File: src/rtl/pipeline_ctrl.sv
// Pipeline stall/flush controller for a 5-stage pipeline sharing one clock
// with independent instruction and data memories that respond with variable
// latency. The pipeline advances only when both memories have answered for
// the current cycle; a response that arrives early is remembered in the FSM
// so the other side can finish without re-requesting.
//
// Ports:
//   clk          single clock, rising-edge state updates
//   rst          asynchronous active-high reset
//   imem_resp    instruction memory response valid this cycle
//   dmem_access  EX/MEM instruction is a load or store
//   dmem_resp    data memory response valid this cycle
//   load_use     ID instruction depends on a load in EX
//   redirect     taken branch/jump resolved in EX
//   imem_read    instruction fetch request
//   dmem_enable  MEM-stage read/write strobe gate
//   load_*       load enables for PC and the four stage registers
//   flush_*      replace loaded stage-register contents with a bubble
//   stall_count  saturating count of cycles the pipeline did not advance
module pipeline_ctrl (
  input  logic        clk,
  input  logic        rst,
  input  logic        imem_resp,
  input  logic        dmem_access,
  input  logic        dmem_resp,
  input  logic        load_use,
  input  logic        redirect,
  output logic        imem_read,
  output logic        dmem_enable,
  output logic        load_pc,
  output logic        load_if_id,
  output logic        load_id_ex,
  output logic        load_ex_mem,
  output logic        load_mem_wb,
  output logic        flush_if_id,
  output logic        flush_id_ex,
  output logic [31:0] stall_count
);

  localparam int unsigned CNT_W = 32;

  typedef enum logic [1:0] {
    BOTH_PEND = 2'd0,
    I_DONE    = 2'd1,
    D_DONE    = 2'd2
  } state_t;

  state_t             state;
  logic [CNT_W-1:0]   stall_q;
  logic               i_ok;
  logic               d_ok;
  logic               advance;

  // A side is satisfied by a response now or one captured earlier.
  assign i_ok    = imem_resp || (state == I_DONE);
  assign d_ok    = !dmem_access || dmem_resp || (state == D_DONE);
  assign advance = i_ok && d_ok;

  assign stall_count = stall_q;

  // Response-capture FSM; only BOTH_PEND can capture, so a repeated
  // response from the already-captured side is ignored.
  always_ff @(posedge clk or posedge rst) begin
    if (rst) begin
      state <= BOTH_PEND;
    end else if (advance) begin
      state <= BOTH_PEND;
    end else if (state == BOTH_PEND) begin
      if (imem_resp) begin
        state <= I_DONE;
      end else if (dmem_resp) begin
        state <= D_DONE;
      end
    end
  end

  // Stall cycle counter, saturating at all-ones.
  always_ff @(posedge clk or posedge rst) begin
    if (rst) begin
      stall_q <= '0;
    end else if (!advance && (stall_q != {CNT_W{1'b1}})) begin
      stall_q <= stall_q + CNT_W'(1);
    end
  end

  // Request, load and flush decode; everything is quiet while in reset.
  always_comb begin
    imem_read   = 1'b0;
    dmem_enable = 1'b0;
    load_pc     = 1'b0;
    load_if_id  = 1'b0;
    load_id_ex  = 1'b0;
    load_ex_mem = 1'b0;
    load_mem_wb = 1'b0;
    flush_if_id = 1'b0;
    flush_id_ex = 1'b0;
    if (!rst) begin
      imem_read   = (state != I_DONE);
      dmem_enable = dmem_access && (state != D_DONE);
      if (advance) begin
        load_id_ex  = 1'b1;
        load_ex_mem = 1'b1;
        load_mem_wb = 1'b1;
        if (redirect) begin
          // Wrong-path instructions in IF/ID and ID/EX are squashed.
          load_pc     = 1'b1;
          load_if_id  = 1'b1;
          flush_if_id = 1'b1;
          flush_id_ex = 1'b1;
        end else if (load_use) begin
          // Hold PC and IF/ID, insert a bubble behind the load.
          flush_id_ex = 1'b1;
        end else begin
          load_pc    = 1'b1;
          load_if_id = 1'b1;
        end
      end
    end
  end

endmodule

File: config.mk
export PLATFORM = sky130hd
export DESIGN_NAME = pipeline_ctrl
export DESIGN_NICKNAME = d
export VERILOG_FILES = /design/src/rtl/pipeline_ctrl.sv
export SDC_FILE = /design/constraint.sdc
export NUM_CORES = 1
export LEC_CHECK = 0
export CAP_MARGIN = 20
export CORE_AREA = 2 2 72 67
export CTS_BUF_LIST = sky130_fd_sc_hd__clkbuf_4 sky130_fd_sc_hd__clkbuf_8 sky130_fd_sc_hd__clkbuf_16
export DETAILED_ROUTE_END_ITERATION = 10
export DIE_AREA = 0 0 74 69
export PLACE_DENSITY = 0.74
export SETUP_SLACK_MARGIN = 0.4
export SKIP_LAST_GASP = 1
export SLEW_MARGIN = 0
export SYNTH_ARGS = -nofsm -noshare
export SYNTH_HDL_FRONTEND = slang
export SYNTH_SLANG_ARGS = --single-unit
File: constraint.sdc
create_clock -name clk -period 1.74 [get_ports clk]
set_input_delay 0.348 -clock clk [delete_from_list [all_inputs] [get_ports clk]]
set_output_delay 0.348 -clock clk [all_outputs]
set_load 0.02 [all_outputs]
==> flow_summary_export.csv <==
group,metric,value,unit
run_status,outcome,"finished, violations left",
run_status,violations,"negative setup slack",
floorplan,rows,23,
synthesis,syn_area,0.00184,mm2
synthesis,yosys_register_bits,34,
floorplan,dieArea,0.00511,mm2
synthesis,synthMuxAreaShare,1.22,%
power,cellPowerDensity,838,mW/mm2
synthesis,synth_simple_gate_area_share,32.7,%
grt,grt_max_degree,35,
sta,fin_skew,0.00797,ns
setup_path,critical_path.slowest_cell,"dfrtp_2",
synthesis,yosys.area_share.xor_xnor,13.8,%
place,dpl_cell_area,0.00295,mm2
setup_path,worstSetupPathType,"reg -> reg",
sta,fin_crit,1.97,ns
setup_path,ff2ff_setup_slack,-0.23,ns
setup_path,reg2reg_from,"stall_count[2]",
final_layout,diodes,0,
detailed_routing,drc,0,
clock_tree,clk_pin_slew,0.08,ns
power,leakage,1.73,nW
final_layout,nets,329,
grt,antenna_found_initial,0,
place,dpl.hpwl,3.65,mm
clock_tree,htreeDepth,2,
setup_path,path_cells,"nand2_2 -> buf_4 -> buf_4 -> nor3_4 -> buf_6 -> nand4_1 -> buf_4 -> nor3_4 -> xor2_1",
detailed_routing,num_vias,2040,
grt,grt_pass1_vias,2087,
synthesis,ys_seq_area_share,46.3,%
place,dp_cells,343,
place,portBuffers,47,
setup_path,crit_path_end,"stall_count[19]",
sta,hold_violations,0,
synthesis,yosys_warnings,0,
synthesis,synth_top_family_by_area,"simple AND/OR/NAND/NOR gates",
detailed_routing,firstDrtPassIters,4,
job,maxCapViolCount,0,
final_layout,fin_area,0.00384,mm2
clock_tree,cts_tree,"yes",
detailed_routing,wl_per_cell,19.3,um
synthesis,syn_area_per_cell,10.2,um2
place,dpl_worst_slack,-0.735,ns
detailed_routing,drt_iter0_drc,150,
clock_tree,cts_buffer_depth,2,
synthesis,synth_flop_cell,"dfrtp_1",
synthesis,yosys.area_share.adder,0.680,%
sta,fin_crit_sh,113,%
floorplan,io-pin-count,48,
final_layout,final_util,88.3,%
floorplan,die_h,69,um
final_layout,drive_gt1_share,68.6,%
setup_path,r2r_end,"stall_count[19]",
sta,setup_viol,36,
synthesis,syn_nets,188,
floorplan,initial_core_util,42.3,%
final_layout,syn_to_final_growth,109,%
final_layout,nFillCells,187,
grt,grt_pass1_wl,10.4,mm
synthesis,synth_compound_area_share,2.59,%
clock_tree,numCtsBuffers,5,
clock_tree,clock-root-buffer,"clkbuf_8",
sta,relSlewSlack,69.7,%
final_layout,multi_input_area,0.00145,mm2
final_layout,register_area,873,um2
floorplan,die_x,74,um
synthesis,ys_async_sr_fraction,100,%
clock_tree,insertion_delay,0.30,ns
detailed_routing,ant_nets,0,
setup_path,arrival,2.17,ns
setup_path,required,1.94,ns
hold_path,min_path_type,"in -> async",
sta,final_max_slew_viol_count,0,
floorplan,core_area,0.00435,mm2
sta,tightest_slew,0.455,ns
setup_path,path_common_cell,"buf_4",
setup_path,cp-start-kind,"flip-flop",
power,peakVddDrop,1.03,mV
detailed_routing,wirelength,7.40,mm
setup_path,crit_path_max_fanout,3,
synthesis,synth_edf_count,0,
setup_path,crit_path_max_incr_delay,0.40,ns
final_layout,finalNonFillerCells,384,
sta,setup_ws,-0.232,ns
grt,grt-ovfl-total,0,
clock_tree,cts_sinks,34,
place,gp_congestion,0.813,
sta,rsz0062_at_grt,"yes",
setup_path,crit_start,"stall_count[2]",
detailed_routing,vias_per_cell,5.31,
grt,grt.total_usage,26.6,%
setup_path,reg2reg_depth,9,
synthesis,synth.distinct_cells,35,
synthesis,synthCells,180,
setup_path,end_kind,"flip-flop",
sta,fmax,0.507,GHz
## logic make-up after synthesis
logic type | after synthesis
AND/OR/NAND/NOR | 97
flip-flops | 34
XOR/XNOR | 29
buffers and inverters | 10
AO/OA/AOI/OAI | 7
multiplexers | 2
adder cells (fa/ha/maj) | 1
## synth_stat cells (all sizes together) (3+ instances only)
cell type | number | share of area (%)
xor2 | 27 | 13
and3 | 4 | 1.4
and2 | 3 | 1.0
buf | 5 | 1.8
and4 | 5 | 2.4
inv | 4 | 0.82
nor4b | 3 | 1.4
nor3b | 3 | 1.2
nor3 | 12 | 3.5
nor2 | 5 | 1.0
nor4 | 14 | 7.1
o21ai | 4 | 1.3
nand2 | 19 | 4.1
nand3 | 12 | 3.3
nand4 | 7 | 2.4
dfrtp | 34 | 46
nor2b | 5 | 1.7
## registers in the layout, summed over array words and instances (netlist names)
| name | cells |
|---|---|
| stall_count | 32 |
| state | 2 |
## per-layer routing
| layer | up-vias | part of all wire, % | track usage (%) |
|---|---|---|---|
| li1 | 929 | - | - |
| met1 | 1014 | 42 | 33.9 |
| met2 | 79 | 50 | 42.2 |
| met3 | 18 | 4.9 | 7.02 |
| met4 | 0 | 3.0 | 10.9 |
| met5 | - | 0 | 0 |
## worst max-delay path: cells and delay by family, from the launching register on
kind / cells / cell delay [ns]
and+or+nand+nor: 4 / 0.60
xor gates and xnor gates: 1 / 0.23
buffers and inverters: 4 / 0.65
DFF: 1 / 0.40
## report_power, final
| group | total (mW) | switching (mW) | internal, mW | leakage (nW) |
|---|---|---|---|---|
| combinational | 1.53 | 0.689 | 0.843 | 1.27 |
| clock | 0.641 | 0.306 | 0.335 | 0.0517 |
| sequential | 1.04 | 0.129 | 0.914 | 0.409 |
## per-stage QoR
step,setup TNS (ns),total power [mW],hold slack (ns)
floorplan,-5.96,1.49,0.293
global placement,-15.49,2.04,0.482
detailed placement,-16.58,2.06,0.517
CTS,-2.20,2.91,0.473
global route,-7.05,3.37,0.507
finish,-5.13,3.22,0.461
## timing repair
action	4_1_cts	5_1_grt
buffers inserted	16	15
gates resized for setup	271	69
hold buffers	0	0
setup endpoints to repair	73	73
gates cloned	2	0
pin swaps	34	21
## layout by cell type (no fill, tap or decap), types with 7 or more instances in the layout
cell / instances
buf_6: 61
nand4_1: 7
nand3_1: 9
dfrtp_1: 16
buf_4: 60
nor3_4: 11
nand2_1: 14
dfrtp_2: 18
buf_2: 7
nor4_4: 14
xor2_1: 26
## cell type report
class	count	area share, %
flip-flops and latches	34	22.8
clock buffers	7	2.35
well taps	62	2.02
clock inverters	1	0.130
repair buffers	140	34.3
multi-input cells	136	37.9
inverters	4	0.489
## how the worst min path moves through the flow
stage                    startpoint              end  slack [ns]  cells past startpoint
global placement    stall_count[23]  stall_count[23]        0.48                      1
global route                    rst         state[1]        0.51                      4
CTS                             rst         state[1]        0.47                      4
floorplan                       rst  stall_count[11]        0.29                      1
finish                          rst  stall_count[22]        0.46                      4
detailed placement  stall_count[23]  stall_count[23]        0.52                      1
No activity file was read; power rests on OpenSTA's default activity.
